<file path="src/rtl/flash_offset_capture.sv">
// flash_offset_capture: captures one resolved trim code per comparator from the
// offset finder's SAR bus on each rising edge of rdy, and serves a registered
// read port. Optional min/max code statistics are built when OFFSET_STATS_EN
// is defined; otherwise code_min/code_max are tied to zero.
module flash_offset_capture #(
  parameter int unsigned N_CMP = 32,
  parameter int unsigned BITS  = 16,
  parameter int unsigned IDX_W = 5
) (
  input  logic             clk,
  input  logic             rst,
  input  logic [N_CMP-1:0] Q,
  input  logic [BITS-1:0]  DAC_ctl,
  input  logic             rdy,
  input  logic             clr,
  input  logic             rd_en,
  input  logic [IDX_W-1:0] rd_addr,
  output logic [BITS-1:0]  rd_data,
  output logic             rd_valid,
  output logic [IDX_W-1:0] comp_idx,
  output logic             done,
  output logic             err,
  output logic [BITS-1:0]  code_min,
  output logic [BITS-1:0]  code_max
);

  typedef enum logic [0:0] {SWEEP, DONE} state_t;

  state_t             state_q, state_d;
  logic               rdy_q, rdy_d;
  logic [IDX_W-1:0]   comp_idx_q, comp_idx_d;
  logic               done_q, done_d;
  logic               err_q, err_d;
  logic [N_CMP-1:0]   valid_q, valid_d;
  logic [BITS-1:0]    rd_data_q, rd_data_d;
  logic               rd_valid_q, rd_valid_d;
  logic [BITS-1:0]    mem_q [N_CMP];

  logic               cap_c;
  logic               accept_c;
  logic               mem_we_c;
  logic               addr_ok_c;
  logic [BITS-1:0]    code_c;

  // Strobe edge detect and final LSB decision from the addressed comparator.
  assign cap_c     = rdy & ~rdy_q;
  assign accept_c  = cap_c & ~clr & (state_q == SWEEP);
  assign code_c    = {DAC_ctl[BITS-1:1], DAC_ctl[0] & ~Q[comp_idx_q]};
  assign addr_ok_c = (32'(rd_addr) < N_CMP);

  // Next-state: sweep control, valid bitmap, sticky error and read port.
  always_comb begin
    state_d    = state_q;
    rdy_d      = rdy;
    comp_idx_d = comp_idx_q;
    done_d     = done_q;
    err_d      = err_q;
    valid_d    = valid_q;
    rd_data_d  = rd_data_q;
    rd_valid_d = rd_valid_q;
    mem_we_c   = 1'b0;

    if (clr) begin
      state_d    = SWEEP;
      comp_idx_d = '0;
      done_d     = 1'b0;
      err_d      = 1'b0;
      valid_d    = '0;
    end else if (cap_c) begin
      case (state_q)
        SWEEP: begin
          mem_we_c            = 1'b1;
          valid_d[comp_idx_q] = 1'b1;
          if (comp_idx_q == IDX_W'(N_CMP - 1)) begin
            state_d = DONE;
            done_d  = 1'b1;
          end else begin
            comp_idx_d = comp_idx_q + IDX_W'(1);
          end
        end
        DONE:    err_d = 1'b1;
        default: state_d = SWEEP;
      endcase
    end

    // Read sees pre-capture contents since it uses the current registers.
    if (rd_en) begin
      rd_valid_d = addr_ok_c & valid_q[rd_addr];
      rd_data_d  = rd_valid_d ? mem_q[rd_addr] : '0;
    end
  end

  // Control and read-port registers.
  always_ff @(posedge clk or posedge rst) begin
    if (rst) begin
      state_q    <= SWEEP;
      rdy_q      <= 1'b0;
      comp_idx_q <= '0;
      done_q     <= 1'b0;
      err_q      <= 1'b0;
      valid_q    <= '0;
      rd_data_q  <= '0;
      rd_valid_q <= 1'b0;
    end else begin
      state_q    <= state_d;
      rdy_q      <= rdy_d;
      comp_idx_q <= comp_idx_d;
      done_q     <= done_d;
      err_q      <= err_d;
      valid_q    <= valid_d;
      rd_data_q  <= rd_data_d;
      rd_valid_q <= rd_valid_d;
    end
  end

  // Code storage; unreset, qualified by the valid bitmap.
  always_ff @(posedge clk) begin
    if (mem_we_c) mem_q[comp_idx_q] <= code_c;
  end

  assign rd_data  = rd_data_q;
  assign rd_valid = rd_valid_q;
  assign comp_idx = comp_idx_q;
  assign done     = done_q;
  assign err      = err_q;

`ifdef OFFSET_STATS_EN
  logic [BITS-1:0] min_q, min_d, max_q, max_d;
  logic [BITS-1:0] code_min_q, code_min_d, code_max_q, code_max_d;

  // Running min/max of accepted codes; outputs stay 0 until the first capture.
  always_comb begin
    min_d      = min_q;
    max_d      = max_q;
    code_min_d = code_min_q;
    code_max_d = code_max_q;
    if (clr) begin
      min_d      = '1;
      max_d      = '0;
      code_min_d = '0;
      code_max_d = '0;
    end else if (accept_c) begin
      min_d      = (code_c < min_q) ? code_c : min_q;
      max_d      = (code_c > max_q) ? code_c : max_q;
      code_min_d = min_d;
      code_max_d = max_d;
    end
  end

  // Statistics registers.
  always_ff @(posedge clk or posedge rst) begin
    if (rst) begin
      min_q      <= '1;
      max_q      <= '0;
      code_min_q <= '0;
      code_max_q <= '0;
    end else begin
      min_q      <= min_d;
      max_q      <= max_d;
      code_min_q <= code_min_d;
      code_max_q <= code_max_d;
    end
  end

  assign code_min = code_min_q;
  assign code_max = code_max_q;
`else
  assign code_min = '0;
  assign code_max = '0;
`endif

endmodule

</file>
<file path="config.mk">
export PLATFORM = sky130hd
export DESIGN_NAME = flash_offset_capture
export DESIGN_NICKNAME = d
export VERILOG_FILES = /design/src/rtl/flash_offset_capture.sv
export SDC_FILE = /design/constraint.sdc
export NUM_CORES = 1
export LEC_CHECK = 0
export CAP_MARGIN = 20
export CORE_AREA = 2 2 225 227
export DETAILED_ROUTE_END_ITERATION = 8
export DIE_AREA = 0 0 227 229
export PLACE_DENSITY = 0.73
export SYNTH_ARGS = -nofsm -noshare
export SYNTH_HDL_FRONTEND = slang
export SYNTH_SLANG_ARGS = --single-unit
</file>
<file path="constraint.sdc">
create_clock -name clk -period 5.1 [get_ports clk]
set_input_delay 1.02 -clock clk [delete_from_list [all_inputs] [get_ports clk]]
set_output_delay 1.02 -clock clk [all_outputs]
set_load 0.02 [all_outputs]
</file>
==> impl_summary.md, run 1 <==
Place
The placed cell area is 24300 µm². The number of port buffers is 81. The number of placed cells counting well taps is 1852.

At the end of routability-driven placement, the weighted congestion stood at 0.787. The wire-length estimate of the detail-placed layout is 28700 µm.

Finish
Relative to the synthesized area, the layout overhead comes to 15.7%. The library cells used most frequently in the layout, excluding fill and tap cells, are 512 x sky130_fd_sc_hd__edfxtp_1, 152 x sky130_fd_sc_hd__mux4_2, 77 x sky130_fd_sc_hd__clkdlybuf4s50_1, 58 x sky130_fd_sc_hd__dfrtp_1, 54 x sky130_fd_sc_hd__clkbuf_16. The share of final-layout standard cells stronger than drive strength 1 is 25.5%.

The count of non-filler cells in the finished layout is 1956. With fillers left out, the area of the finished cells amounts to 26200 µm². The number of nets in the finished design is 1307.

Counting the fill cells in the layout gives 3745. The library cell used most frequently in the layout, excluding fill and tap cells, is sky130_fd_sc_hd__edfxtp_1.

Detailed routing
The average detailed-routed wire length per instance is 25.5 µm. The first TritonRoute pass finished after 5 iterations. The number of vias per cell after detailed routing is 5.74. The total vias in the final route is 11200. For this run, design rule violations remaining after detail routing come to 0.

In this run, the number of DRC markers left after iteration 0 of detailed routing was 1479. The detail route stage leaves a number of antenna-violating nets equal to 0. The total wire length after detailed routing is 50000 µm.

Global routing
Entering global routing, the biggest net connects 60 pins. Global routing finished with a remaining overflow of 0. The global-route wire length before repair is 74900 µm.

The total routing resource utilization after global routing is 19.8%. The via count of the first global-routing pass is 11400. The initial antenna violation count is 3.

Synthesis
Synthesis produced a netlist whose cell count is 1119. Yosys mapped a number of flops with a built-in enable equal to 512. The distinct cell type count after synthesis is 42. The average cell area after synthesis is 20.2 µm². The synthesized design spends more area on one cell type than any other, namely sky130_fd_sc_hd__edfxtp_1. Ranked by total cell area, the synthesized netlist is headed by sky130_fd_sc_hd__edfxtp_1 68%, sky130_fd_sc_hd__mux4_2 15%, sky130_fd_sc_hd__dfrtp_1 6.4%, sky130_fd_sc_hd__mux2i_1 1.6%, sky130_fd_sc_hd__buf_4 1.3%. After synthesis, flip-flops and latches occupy 74.3% of the total area. The netlist area before placement is 22700 µm². The number of synthesis warnings is 0. The prevailing post-synth register cell is sky130_fd_sc_hd__edfxtp_1. In the synthesized netlist the async set-or-reset flop fraction comes to 10.2%. The synthesized flop and latch total is 570. The share of synthesized area in the top cell type comes to 67.9%.

Timing
Static timing analysis puts the maximum clock frequency at 321 MHz. In the final timing run, aggregate negative setup slack is 0 ns. For the final database, setup skew stands at 0.0201 ns.

At the pin with the least slew margin, the transition time is 1.14 ns. The hold violation count in the final report is 0. The time the final worst path needs with I/O delays and setup is 3.11 ns.

The final hold slack is 0.490 ns. The final worst-path cycle share is 61.0%. The max-slew violation count came to 0. The setup violation total in the final timing report is 0. In this run the tightest slew margin relative to its limit is 23.6%. Setup repair after global routing left no endpoint under its margin.

Setup path
The gate family responsible for the most delay along the worst path is flip-flops. STA classifies the critical path startpoint as a register. The worst setup path is captured at a primary output. The maximum fanout along the worst path is 14. The largest stage delay on the critical path is 0.78 ns. The sum of buffers and inverters on the critical path is 1. The worst setup path is of the register to primary output kind.

The source of the worst register-to-register timing path is comp_idx[0]$_DFFE_PP0P_. The worst path arrival time is 2.09 ns. The required time of the critical path is 4.08 ns.

The most critical setup path has its startpoint at comp_idx[0]$_DFFE_PP0P_. The critical path goes through clkdlybuf4s50_1. On the critical path, the stage with the largest delay is an instance of sky130_fd_sc_hd__dfrtp_1.

Clocking
The number of gates resized after CTS was 0. For this design, the sink count on the clock tree is 570. The clock tree root buffer cell is sky130_fd_sc_hd__clkbuf_16. Clock latency on the worst-skew pair, taken at its later pin, is 0.59 ns.

The number of levels the H-tree was split into is 2. Buffers inserted during clock tree synthesis total 53. The clock tree from TritonCTS is done. Counting along the longest clock path gives a buffer depth of 3. The clock-pin slew reported for the worst setup and hold paths after clock tree synthesis is 0.06 ns.

After clock tree synthesis, the flow added hold-fix buffers numbering 0. The post-CTS setup repair buffer count is 0.

Worst hold path
The classification of the worst-slack hold path is register to register. In this run the most critical hold path is launched from valid_q[31]$_DFFE_PP0P_.

Floorplanning
In this run the vertical extent of the chip is 229 µm. Once the floorplan was initialized, standard cells occupied 45.6% of the core. In this run the count of I/O pins placed on the die edge is 114.

The overall die area is 52000 µm². The die is 227 µm wide. The floorplan has 82 rows. The core region is 49700 µm².

Power
In this run the static leakage power is 8.60 nW. The power per cell area is 368 nW/µm². The worst supply voltage drop on vdd is 0.259 mV.

Run status
The run finished with clean final reports.

Job
The tool flagged a number of max-cap violations equal to 0.
==> path summary, 6_finish.rpt <==
path | to | slack (ns) | depth (start not counted)
max | comp_idx[0] | 1.99 | 1
min reg2reg | valid_q[31]$_DFFE_PP0P_ | 0.49 | 2
min | valid_q[31]$_DFFE_PP0P_ | 0.49 | 2
min in group asynchronous | valid_q[8]$_DFFE_PP0P_ | 0.88 | 2
max reg2reg | comp_idx[3]$_DFFE_PP0P_ | 2.45 | 7
max in group asynchronous | rd_data[1]$_DFFE_PP0P_ | 3.30 | 3
==> logic make-up after synthesis <==
logic type / count (synthesis) / synth area share [%]
AO/OA/AOI/OAI: 100 / 2.93
buffers and inverters: 127 / 3.15
AND/OR/NAND/NOR: 124 / 2.50
XOR/XNOR: 3 / 0.116
adder cells (fa/ha/maj): 5 / 0.276
other: 1 / 0.0165
multiplexers: 189 / 16.7
flip-flops: 570 / 74.3
==> where the power goes <==
group	leakage [nW]	switching [mW]	internal (mW)
Combinational	2.33	0.296	0.235
Sequential	5.41	0.0155	5.11
Clock	0.858	1.65	2.34
==> registers in the layout, indices dropped and copies added (netlist names) <==
signal / count
rdy_q: 1
err: 1
rd_data: 16
state_q: 1
mem_q: 512
done: 1
comp_idx: 5
rd_valid: 1
valid_q: 32
==> stage by stage <==
step / total power, mW / util [%] / worst slack [ns]
3_3_place_gp: 5.72 / 48.9 / 1.59
3_5_place_dp: 5.74 / 48.9 / 1.49
2_1_floorplan: 5.55 / - / 2.00
4_1_cts: 9.67 / 52.4 / 1.94
6_report: 9.65 / 52.8 / 1.99
5_1_grt: 9.91 / 52.8 / 1.87
==> layout make-up <==
cell class              instances  area (µm²)  share of cell area (%)
flip-flops and latches        570       16800                    64.2
clock inverters                24         323                    1.23
multi-input cells             453        5310                    20.2
inverters                      29         109                   0.415
clock buffers                  68        1440                    5.50
well taps                     672         841                    3.21
diodes                          3        7.51                  0.0286
repair buffers                137        1370                    5.21
==> Yosys cell counts, types with 8 or more instances <==
cell type / n
sky130_fd_sc_hd__edfxtp_1: 512
sky130_fd_sc_hd__mux4_2: 152
sky130_fd_sc_hd__nor2_1: 70
sky130_fd_sc_hd__dfrtp_1: 58
sky130_fd_sc_hd__buf_4: 40
sky130_fd_sc_hd__mux2i_1: 36
sky130_fd_sc_hd__o22ai_1: 36
sky130_fd_sc_hd__clkbuf_1: 29
sky130_fd_sc_hd__inv_1: 29
sky130_fd_sc_hd__a21oi_1: 23
sky130_fd_sc_hd__buf_2: 16
sky130_fd_sc_hd__nand2_1: 15
sky130_fd_sc_hd__a22oi_1: 14
sky130_fd_sc_hd__buf_6: 9
sky130_fd_sc_hd__or2_2: 8
==> per-layer routing <==
| layer | vias to the layer above | GRT usage (%) | routed length (µm) |
|---|---|---|---|
| met2 | 507 | 32.7 | 25400 |
| met5 | - | 0 | 0 |
| met4 | 0 | 5.00 | 1050 |
| met1 | 5922 | 27.9 | 19700 |
| met3 | 73 | 2.95 | 3790 |
| li1 | 4730 | - | - |
No activity file was read; power rests on OpenSTA's default activity.
==> run 2: changes to the inputs <==
clock period = 2.9 ns   (was 5.1 ns; I/O delays follow)
==> run 2 against run 1 <==
Against the previous run: first-iteration DRC count shrank 13%; wire length grew 2.0%; core utilization rose by 1.1 points; hold slack worse by 0.11 ns; critical path type unchanged; largest cell class unchanged; largest power group unchanged.
==> impl_summary.md, run 2 (synthesized netlist as in run 1, its figures left out) <==
Floorplanning
The starting density of the core is 45.6%. The core box area is 49700 µm². The x dimension of the die is 227 µm. The number of rows created at floorplan is 82. The die outline height is 229 µm. The number of top-level pins is 114. The floorplan step defined a die boundary enclosing 52000 µm².

Timing
The final worst-path cycle share is 91.9%. Setup violations remaining at the end of the flow were counted as 0. Setup total negative slack on the finished layout was measured at 0 ns. The max-slew violation count came to 0. The tightest hold path in the finished design has a slack of 0.381 ns. The worst-margin pin slew is 0.881 ns. Setup repair after global routing left no endpoint under its margin. The hold violation count in the final report was 0. The post-route clock skew is 0.0304 ns. Timing would allow up to 375 MHz. The routed design could run at a clock period as short as 2.66 ns. The worst pin sits at a relative slew slack of 41.0%.

Finish
The fraction of the core area covered by cells at the end of the flow is 53.9%. Leaving out fill and tap cells, the most frequent cell in the layout is sky130_fd_sc_hd__edfxtp_1. The number of nets in the finished design is 1328. The fill cell total of the finished layout is 3672.

Relative to the synthesized area, the layout overhead comes to 18.2%. More flip-flops sit in one register than any other, and that register is mem_q. The share of final-layout standard cells stronger than drive strength 1 is 27.1%. The final standard cell area without fillers is 26800 µm². In the layout the commonest cells are 512 x sky130_fd_sc_hd__edfxtp_1, 152 x sky130_fd_sc_hd__mux4_2, 77 x sky130_fd_sc_hd__clkdlybuf4s50_1, 58 x sky130_fd_sc_hd__dfrtp_1, 53 x sky130_fd_sc_hd__clkbuf_16. The antenna diode count is 0. The register with the most flip-flops in the layout has 512 of them.

Clocking
After clock tree synthesis, the clock-pin slew on the worst setup and hold paths is 0.06 ns. The number of clock buffers inserted by TritonCTS is 53. The clock tree from TritonCTS is done.

The tree is rooted in a sky130_fd_sc_hd__clkbuf_16. The number of gates given a new drive strength after cts is 0. The number of buffers inserted by hold repair at cts is 0. Clock tree synthesis found a total of 570 sinks. The clock network latency to the later pin of the worst-skew pair is 0.59 ns. The number of levels the H-tree was split into is 2. The longest clock path from root to sink contains 3 buffers. Buffers added to address setup during post-CTS repair amount to 0.

Global routing
For this run, the total global-route usage over all layers was measured as 20.0%. Entering global routing, the biggest net connects 49 pins. The first global-routing pass estimated 75600 µm of wire. The final global-route overflow total is 0.

The via count of the first global-routing pass was 11700. The initial antenna violation count was 1.

Setup path
The worst path arrival time is 2.08 ns. The worst reg-to-reg path cell count is 4. Walking the worst path, the cells encountered are clkdlybuf4s50_1. The gate family responsible for the most delay along the worst path is flip-flops. The startpoint type of the worst setup path is a register. The largest individual stage delay along the critical path comes from the cell sky130_fd_sc_hd__dfrtp_1.

The largest single stage delay on the critical path is 0.78 ns. The maximum fanout along the worst path is 14. The worst register-to-register path ends at mem_q[21][4]$_DFFE_PP_. The setup check on the worst reg-to-reg path leaves a slack of 0.45 ns.

The critical path is of the register to primary output type. Counting both buffers and inverters, the worst setup path holds a total of 1. For the worst setup path, the data required time is 2.32 ns. The source of the worst register-to-register timing path is comp_idx[0]$_DFFE_PP0P_. The type of destination of the critical path is a primary output.

Detailed routing
The number of vias per cell after detailed routing is 5.79. The total vias in the final route is 11500. The total wire length after detailed routing is 50900 µm. For this block, the initial DRC count from the detailed router was 1283. In the routed design, unresolved DRC markers number 0. The detail route stage leaves a number of antenna-violating nets equal to 0. Before antenna repair, the detailed router went through 5 iterations. The average detailed-routed wire length per instance is 25.7 µm.

Place
At the end of routability-driven placement, the weighted congestion stood at 0.828. The count of buffers added on input and output ports is 81. After detailed placement, the total cell area comes to 25000 µm². Detailed placement ended at an HPWL of 30000 µm.

Power
Combinational logic is responsible for 5.7% of the overall power. Net switching is 20.4% of the power. The worst supply voltage drop on vdd is 0.435 mV.

The internal power is 13.6 mW. The static leakage is 8.81 nW. The switching component of the power is 3.47 mW.

Sequential cells burn 52.9% of the power. The clock group share of total power is 41.5%. In this run the power density over the cells is 636 nW/µm².

Run status
The flow ran to the end, and the final reports show no timing, DRC or antenna violations.

Job
The number of max-capacitance violations reported is 0.

Worst hold path
The classification of the worst-slack hold path is primary input to async pin.
run 2: cell count changes in the layout (fill, tap and decap cells not counted), sizes merged:
cell | before | now
buf | 59 | 81
clkbuf | 69 | 79
clkinv | 16 | 10
diode | 3 | 0
inv | 29 | 32
bufinv | 7 | 5
run 2: how the worst max path moves through the flow:
stage | startpoint | slack, ns | depth (start not counted) | end
floorplan | comp_idx[0]$_DFFE_PP0P_ | 0.03 | 6 | mem_q[0][0]$_DFFE_PP_
global placement | rdy | 0.18 | 8 | mem_q[28][8]$_DFFE_PP_
detailed placement | rdy | 0.14 | 8 | mem_q[28][8]$_DFFE_PP_
CTS | comp_idx[0]$_DFFE_PP0P_ | 0.16 | 1 | comp_idx[0]
global route | comp_idx[0]$_DFFE_PP0P_ | 0.1 | 1 | comp_idx[0]
finish | comp_idx[0]$_DFFE_PP0P_ | 0.24 | 1 | comp_idx[0]
run 2: through the flow:
step                      setup slack, ns  power, mW  std cells
final                               0.236       17.0       1980
after detailed placement            0.136       10.1       1882
after global placement              0.178       10.1       1882
after floorplan                    0.0283       9.76       1150
after global routing               0.0961       17.5       1980
after CTS                           0.163       17.1       1980
run 2: layout make-up:
class                           count  area [µm²]  share of cell area (%)
Sequential cell                   570       16800                    62.8
Clock buffer                       79        1550                    5.80
Inverter                           29         109                   0.406
Tap cell                          672         841                    3.14
Timing Repair Buffer              158        1900                    7.09
Multi-Input combinational cell    453        5310                    19.8
Clock inverter                     19         249                   0.930
run 2: power groups by stage:
stage | sequential [mW] | combinational, mW | clock (mW)
after global routing | 9.01 | 1.03 | 7.47
after CTS | 9.01 | 0.967 | 7.17
after floorplan | 9.19 | 0.567 | 0
after global placement | 9.18 | 0.941 | 0
after detailed placement | 9.18 | 0.960 | 0
final | 9.01 | 0.963 | 7.07
run 2: per-layer routing:
| metal | track usage (%) | share of wire, % | up-vias |
|---|---|---|---|
| met4 | 6.54 | 3.0 | 0 |
| met5 | 0 | 0 | - |
| li1 | - | - | 4782 |
| met3 | 3.04 | 7.7 | 98 |
| met2 | 33.0 | 50 | 573 |
| met1 | 27.4 | 39 | 6010 |
